### config.mk
export PLATFORM = sky130hd
export DESIGN_NAME = tv80_alu16_seq
export DESIGN_NICKNAME = d
export VERILOG_FILES = /design/src/rtl/tv80_alu16_seq.sv
export SDC_FILE = /design/constraint.sdc
export NUM_CORES = 1
export LEC_CHECK = 0
export BUFFER_PORTS_ARGS = -buffer_cell sky130_fd_sc_hd__buf_4
export CAP_MARGIN = 40
export CORE_MARGIN = 3
export CORE_UTILIZATION = 54
export DETAILED_ROUTE_END_ITERATION = 8
export PLACE_DENSITY = 0.94
export SLEW_MARGIN = 10
export SYNTH_ARGS = -nofsm -noshare
export SYNTH_HDL_FRONTEND = slang
export SYNTH_SLANG_ARGS = --single-unit
### constraint.sdc
create_clock -name clk -period 4.02 [get_ports clk]
set_input_delay 0.402 -clock clk [delete_from_list [all_inputs] [get_ports clk]]
set_output_delay 0.402 -clock clk [all_outputs]
set_load 0.02 [all_outputs]
### src/rtl/tv80_alu16_seq.sv
// tv80_alu16_seq: runs a 16-bit ADD/ADC/SBC/SUB as two passes through the
// shared 8-bit TV80 ALU (low byte, then high byte). Carry and the Z16 zero
// qualifier are chained from the low pass into the high pass.
//
// Ports:
//   clk, reset        clock, synchronous active-high reset
//   start             request pulse, accepted in IDLE or DONE
//   op                00=ADD16 01=ADC16 10=SBC16 11=SUB16
//   opa, opb, f_in    operands and flags, latched on acceptance
//   busy, done        busy from acceptance through done; done is a 1-cycle pulse
//   result, f_out     16-bit result and final flags, held until the next done
//   alu_*             drive to / response from the shared 8-bit ALU
module tv80_alu16_seq #(
  parameter int unsigned Flag_C = 0,
  parameter int unsigned Flag_Z = 6
) (
  input  logic        clk,
  input  logic        reset,
  input  logic        start,
  input  logic [1:0]  op,
  input  logic [15:0] opa,
  input  logic [15:0] opb,
  input  logic [7:0]  f_in,
  output logic        busy,
  output logic        done,
  output logic [15:0] result,
  output logic [7:0]  f_out,
  output logic [3:0]  alu_op,
  output logic        alu_arith16,
  output logic        alu_z16,
  output logic [7:0]  alu_busa,
  output logic [7:0]  alu_busb,
  output logic [7:0]  alu_f_in,
  input  logic [7:0]  alu_q,
  input  logic [7:0]  alu_f_out
);

  localparam int unsigned WORD_W = 16;
  localparam int unsigned BYTE_W = 8;

  localparam logic [1:0] OP_ADD16 = 2'b00;
  localparam logic [1:0] OP_ADC16 = 2'b01;
  localparam logic [1:0] OP_SBC16 = 2'b10;
  localparam logic [1:0] OP_SUB16 = 2'b11;

  localparam logic [3:0] ALU_ADD = 4'b0000;
  localparam logic [3:0] ALU_ADC = 4'b0001;
  localparam logic [3:0] ALU_SUB = 4'b0010;
  localparam logic [3:0] ALU_SBC = 4'b0011;

  // The flag indices must name distinct bits of the 8-bit F register.
  if (Flag_C >= BYTE_W || Flag_Z >= BYTE_W || Flag_C == Flag_Z) begin : g_bad_flag_index
    $error("tv80_alu16_seq: invalid Flag_C/Flag_Z index");
  end

  typedef enum logic [1:0] {
    S_IDLE = 2'd0,
    S_LO   = 2'd1,
    S_HI   = 2'd2,
    S_DONE = 2'd3
  } state_t;

  state_t state, state_nx;
  logic   accept_c;

  logic [1:0]        op_r;
  logic [WORD_W-1:0] opa_r;
  logic [WORD_W-1:0] opb_r;
  logic [BYTE_W-1:0] fin_r;
  logic [BYTE_W-1:0] q_lo;
  logic [BYTE_W-1:0] f_lo;

  // State register.
  always_ff @(posedge clk) begin
    if (reset) state <= S_IDLE;
    else       state <= state_nx;
  end

  // Next state and ALU drive, decoded from state and the latched op.
  always_comb begin
    state_nx    = state;
    accept_c    = 1'b0;
    alu_op      = ALU_ADD;
    alu_arith16 = 1'b0;
    alu_z16     = 1'b0;
    alu_busa    = '0;
    alu_busb    = '0;
    alu_f_in    = '0;

    case (state)
      S_IDLE: begin
        if (start) begin
          accept_c = 1'b1;
          state_nx = S_LO;
        end
      end

      S_LO: begin
        alu_busa    = opa_r[7:0];
        alu_busb    = opb_r[7:0];
        alu_f_in    = fin_r;
        alu_arith16 = (op_r == OP_ADD16);
        case (op_r)
          OP_ADD16: alu_op = ALU_ADD;
          OP_ADC16: alu_op = ALU_ADC;
          OP_SBC16: alu_op = ALU_SBC;
          OP_SUB16: alu_op = ALU_SUB;
          default:  alu_op = ALU_ADD;
        endcase
        state_nx = S_HI;
      end

      S_HI: begin
        // Low-pass flags feed the high pass so carry/borrow and Z chain across.
        alu_busa    = opa_r[15:8];
        alu_busb    = opb_r[15:8];
        alu_f_in    = f_lo;
        alu_arith16 = (op_r == OP_ADD16);
        alu_z16     = (op_r != OP_ADD16);
        alu_op      = op_r[1] ? ALU_SBC : ALU_ADC;
        state_nx    = S_DONE;
      end

      S_DONE: begin
        if (start) begin
          accept_c = 1'b1;
          state_nx = S_LO;
        end else begin
          state_nx = S_IDLE;
        end
      end

      default: state_nx = S_IDLE;
    endcase
  end

  assign busy = (state != S_IDLE);
  assign done = (state == S_DONE);

  // Operand latch, low-pass capture and result registers.
  always_ff @(posedge clk) begin
    if (reset) begin
      op_r   <= '0;
      opa_r  <= '0;
      opb_r  <= '0;
      fin_r  <= '0;
      q_lo   <= '0;
      f_lo   <= '0;
      result <= '0;
      f_out  <= '0;
    end else begin
      if (accept_c) begin
        op_r  <= op;
        opa_r <= opa;
        opb_r <= opb;
        fin_r <= f_in;
      end
      if (state == S_LO) begin
        q_lo <= alu_q;
        f_lo <= alu_f_out;
      end
      if (state == S_HI) begin
        result <= {alu_q, q_lo};
        f_out  <= alu_f_out;
      end
    end
  end

endmodule
==> flow_summary.ini, run 1 <==
[global_route]
grt_pass1_wl_um = 13700
grt_use_total = 0.226
grt_start_max_net_pins = 85
grt.overflow.total = 0
antenna_found_initial = 0
grt_pass1_vias = 2950

[pwr]
powerDensity_mw_per_mm2 = 657
ir_drop_mv = 0.457
finalPower_w = 0.00298
p_leak_nw = 1.90

[sta]
skew_ns = 0.00652
relSlewSlack = 0.399
hold_viol = 0
slew_viol_final = 0
grt_setup_unrepaired = false
post-route-period-util = 0.697
report.final.setup_viol = 0
worst_pin_slew_ns = 0.901
fin_crit_ns = 2.80
fmaxAchievable_mhz = 357
fin_tns_setup_ns = 0

[min_path]
hp-class = primary input to flip-flop
min_path_cells = 3
hold_path_startpoint = opa[7]
hold_path_end = opa_r[7]$_SDFFE_PP0P_

[worst_setup_path]
r2r_slack_ns = 1.22
path_max_fanout = 30
end_kind = flip-flop
worstSetupPathType = flip-flop to flip-flop
cp-startpoint = state[1]$_SDFFE_PP0P_
worstReg2RegEnd = opa_r[12]$_SDFFE_PP0P_
cp_data_arrival_time_ns = 3.07
rr_startpoint = state[1]$_SDFFE_PP0P_
start_kind = flip-flop
worstPathRequired_ns = 4.29
r2r_cells = 6

[cells_and_area]
n_antenna_cell = 0
fin_cells = 580
fillers = 447
drive_gt1_frac = 0.267
fin_util = 0.740
final_nets = 570
area_growth_pct = 28.2

[synth]
synth_edf_count = 0
synth_top_cell_by_area = dfxtp_1
ys.warnings.count = 0
synth_area_sq_mm = 0.00354
syn-instance-count = 404
synthArstFlopShare = 0
avgSynthCellArea_sq_um = 8.75
yosys_most_used_dff = dfxtp_1
netlist_top_cells_area = dfxtp_1, mux2i_1, nand2_1
synth_top_area_share = 0.476
synth_common_cells = nand2_1, dfxtp_1, a21oi_1
yosys_register_bits = 84
synth_seq_area_share = 0.476
synth_cell_type_count = 24
post-synth-top-count-cell = nand2_1

[floorplan]
dieWidth_um = 86.9
core_area_sq_mm = 0.00613
die_area_sq_mm = 0.00756
chipHeight_um = 86.9
start_util = 0.577
rows = 28
ios = 117

[clock_tree]
clk_path_buf_depth = 2
clk_latency_ns = 0.34
numCtsBuffers = 9
clock-root-buffer = clkbuf_8
cts.sinks = 84
htreeDepth = 3
clk_pin_slew_ns = 0.08
cts_hold_buffers = 0
cts_resized = 0
cts_tree = done
post_cts_buffers = 0

[route]
viasPerCell = 5.25
ant_nets = 0
remaining_drc_errors = 0
post_drt_wl_per_cell_um = 14.6
firstDrtPassIters = 4
vias = 3047
first_iter_violations = 171
drt_wl_total_um = 8480

[placed_design]
place_congestion = 0.744
detailed_place_hpwl_um = 5990
io_buffers = 114
dp.cells = 564

[status]
status = finished, final reports clean

[job]
maxCapViolations = 0
## kinds of logic (layout without fill, tap and decap cells)
family,after synthesis,in the layout,synth area share
buffers and inverters,41,141,0.0662
other,1,2,0.00106
DFF,84,84,0.476
muxes,41,41,0.116
and+or+nand+nor,156,156,0.187
AOI/OAI and AO/OA,72,72,0.122
adders and majority gates,9,9,0.0318
## critical path: stages (launching register included)
cell      delay, ns
dfxtp_1        0.40
inv_1          0.10
ha_1           0.82
nand2b_1       0.80
buf_4          0.36
nand2_1        0.09
a21oi_1        0.14
## how the worst max path moves through the flow
stage / end / slack, ns / cells past startpoint
floorplan: alu_op[1] / 2.16 / 6
global placement: opa_r[13]$_SDFFE_PP0P_ / 1.39 / 6
CTS: opa_r[3]$_SDFFE_PP0P_ / 1.22 / 6
detailed placement: opa_r[3]$_SDFFE_PP0P_ / 1.25 / 6
global route: opa_r[6]$_SDFFE_PP0P_ / 1.04 / 6
finish: opa_r[12]$_SDFFE_PP0P_ / 1.22 / 6
## power by group
part           switching [W]  internal (W)  total (W)
logic               0.000745      0.000539    0.00128
clock network       0.000286      0.000304   0.000590
registers          0.0000969       0.00101    0.00111
## sequential cells by signal, indices dropped and copies added (netlist names)
| register | count |
|---|---|
| q_lo | 8 |
| state | 2 |
| opb_r | 16 |
| op_r | 2 |
| result | 16 |
| fin_r | 8 |
| opa_r | 16 |
| f_lo | 8 |
| f_out | 8 |
## layout make-up
cell class              count  area [sq um]  area share
flip-flops and latches     84          1680       0.371
multi-input cells         280          1630       0.359
repair buffers            119           913       0.201
clock buffers              12           145      0.0320
well taps                  75          93.8      0.0207
clock inverters             4          48.8      0.0108
inverters                   6          22.5     0.00497
## layout by cell type (no fill, tap or decap), types with 2 or more instances in the layout
master    instances
clkbuf_8         10
clkinv_2          2
nand2_1          85
mux2i_1          41
inv_1             6
conb_1            2
clkbuf_1          2
nor2b_1          26
ha_2              2
a21oi_1          43
a22oi_1          24
ha_1              7
dfxtp_1          84
nand2b_1          2
buf_4           118
nor2_1           41
## through the flow
step	cell area, sq um	setup slack, ns	hold WS, ns
final	4530	1.22	0.303
after global placement	4310	1.39	0.442
after CTS	4530	1.22	0.295
after detailed placement	4340	1.25	0.446
after floorplan	3540	2.16	0.436
after global routing	4530	1.04	0.304
## per-layer routing
layer,vias to the layer above,part of all wire,routed length (um),GRT usage
met5,-,0,0,0
met4,0,0.019,158,0.0722
met3,16,0.053,453,0.0501
met2,80,0.51,4330,0.388
met1,1432,0.42,3530,0.281
li1,1519,-,-,-
Note: power is estimated with default switching activity, not from simulation.
==> run 2, diff against run 1 <==
- CORE_UTILIZATION: 54 -> 50
- PLACE_DENSITY: 0.94 -> 0.88
- clock period: 4.02 -> 2.8 ns (I/O delays scaled with it)
==> flow_summary.ini, run 2 (synthesis gave the netlist of run 1 again) <==
[route]
remaining_drc_errors = 0
vias = 3033
drt_wl_total_um = 8230
ant_nets = 0
firstDrtPassIters = 4
post_drt_wl_per_cell_um = 13.7
viasPerCell = 5.03
first_iter_violations = 120

[clock_tree]
cts_resized = 0
clk_latency_ns = 0.36
numCtsBuffers = 9
cts.sinks = 84
post_cts_buffers = 0
clk_pin_slew_ns = 0.10
htreeDepth = 3
clock-root-buffer = clkbuf_8
cts_hold_buffers = 0
cts_tree = done
clk_path_buf_depth = 2

[global_route]
grt.overflow.total = 0
antenna_found_initial = 0
grt_pass1_vias = 2890
grt_start_max_net_pins = 85
grt_use_total = 0.198
grt_pass1_wl_um = 13300

[floorplan]
core_area_sq_mm = 0.00683
chipHeight_um = 90.1
dieWidth_um = 90.1
rows = 30
start_util = 0.518
die_area_sq_mm = 0.00812
ios = 117

[sta]
report.final.setup_viol = 0
hold_viol = 0
fin_tns_setup_ns = 0
relSlewSlack = 0.454
grt_setup_unrepaired = false
post-route-period-util = 0.878
fin_crit_ns = 2.46
slew_viol_final = 0
skew_ns = 0.00783
worst_pin_slew_ns = 0.818
fmaxAchievable_mhz = 407

[min_path]
hold_path_end = result[14]$_SDFFE_PP0P_
hold_path_startpoint = alu_q[6]
hp-class = primary input to flip-flop
min_path_cells = 3

[worst_setup_path]
r2r_cells = 5
worstPathRequired_ns = 2.52
r2r_slack_ns = 0.53
crit_chain = inv_1, ha_2, a22oi_1, nor2b_1, buf_4
worstReg2RegEnd = opb_r[4]$_SDFFE_PP0P_
rr_startpoint = state[1]$_SDFFE_PP0P_
cp_data_arrival_time_ns = 2.18
worstSetupPathType = flip-flop to primary output
start_kind = flip-flop
end_kind = primary output
cp_slowest_cell = ha_2
cp-startpoint = state[0]$_SDFFE_PP0P_
path_max_fanout = 36
max_stage_delay_ns = 0.75

[cells_and_area]
n_antenna_cell = 0
mostFrequentLayoutCells = buf_4, nand2_1, dfxtp_1
final_nets = 572
mostFrequentLayoutCell = buf_4
fin_cells = 603
area_growth_pct = 28.6
drive_gt1_frac = 0.276
reg_top3 = opa_r: 16 flops, opb_r: 16 flops, result: 16 flops
fin_util = 0.666

[status]
status = finished, final reports clean

[placed_design]
place_congestion = 0.852
detailed_place_hpwl_um = 5700
dp.cells = 587
io_buffers = 114

[pwr]
finalPower_w = 0.00421
p_leak_nw = 1.89
powerDensity_mw_per_mm2 = 925
ir_drop_mv = 0.472

[job]
maxCapViolations = 0
[run 2: power breakdown]
group | switching, W | leakage [nW] | internal [W]
Clock | 0.000473 | 0.0804 | 0.000334
Sequential | 0.000139 | 0.686 | 0.00145
Combinational | 0.00104 | 1.12 | 0.000774
[run 2: area by class of cell]
class / count / area, sq um
clock inverters: 7 / 58.8
multi-input cells: 280 / 1630
repair buffers: 121 / 908
clock buffers: 9 / 124
fillers: 586 / 2280
well taps: 96 / 120
flip-flops and latches: 84 / 1680
inverters: 6 / 22.5
[run 2: worst max path at each step]
stage,end,slack (ns)
2_1_floorplan,alu_op[1],1.06
3_5_place_dp,opb_r[4]$_SDFFE_PP0P_,0.55
5_1_grt,alu_busb[7],0.22
3_3_place_gp,fin_r[5]$_SDFFE_PP0P_,0.68
4_1_cts,alu_f_in[5],0.34
6_report,alu_f_in[6],0.34
[run 2: stage by stage]
| step | setup slack (ns) | hold WS (ns) | cell area, sq um |
|---|---|---|---|
| 2_1_floorplan | 1.06 | 0.416 | 3540 |
| 6_report | 0.341 | 0.163 | 4550 |
| 3_5_place_dp | 0.551 | 0.447 | 4360 |
| 3_3_place_gp | 0.682 | 0.442 | 4360 |
| 5_1_grt | 0.224 | 0.168 | 4550 |
| 4_1_cts | 0.343 | 0.151 | 4550 |
[run 2: layer usage]
layer  wire length [um]  vias to the layer above  part of all wire  global-route usage
met5                  0                        -                 0                   0
met4                159                        0             0.019              0.0957
met3                290                       14             0.035              0.0285
met2               4340                       68              0.53               0.355
met1               3440                     1424              0.42               0.230
li1                   -                     1527                 -                   -
[run 2: critical path, delay by kind of cell, from the launching register on]
family	cells	cell delay, ns
flip-flops	1	0.34
adder cells (fa/ha/maj)	1	0.75
AND/OR/NAND/NOR	1	0.20
AO/OA/AOI/OAI	1	0.20
buffers and inverters	2	0.32
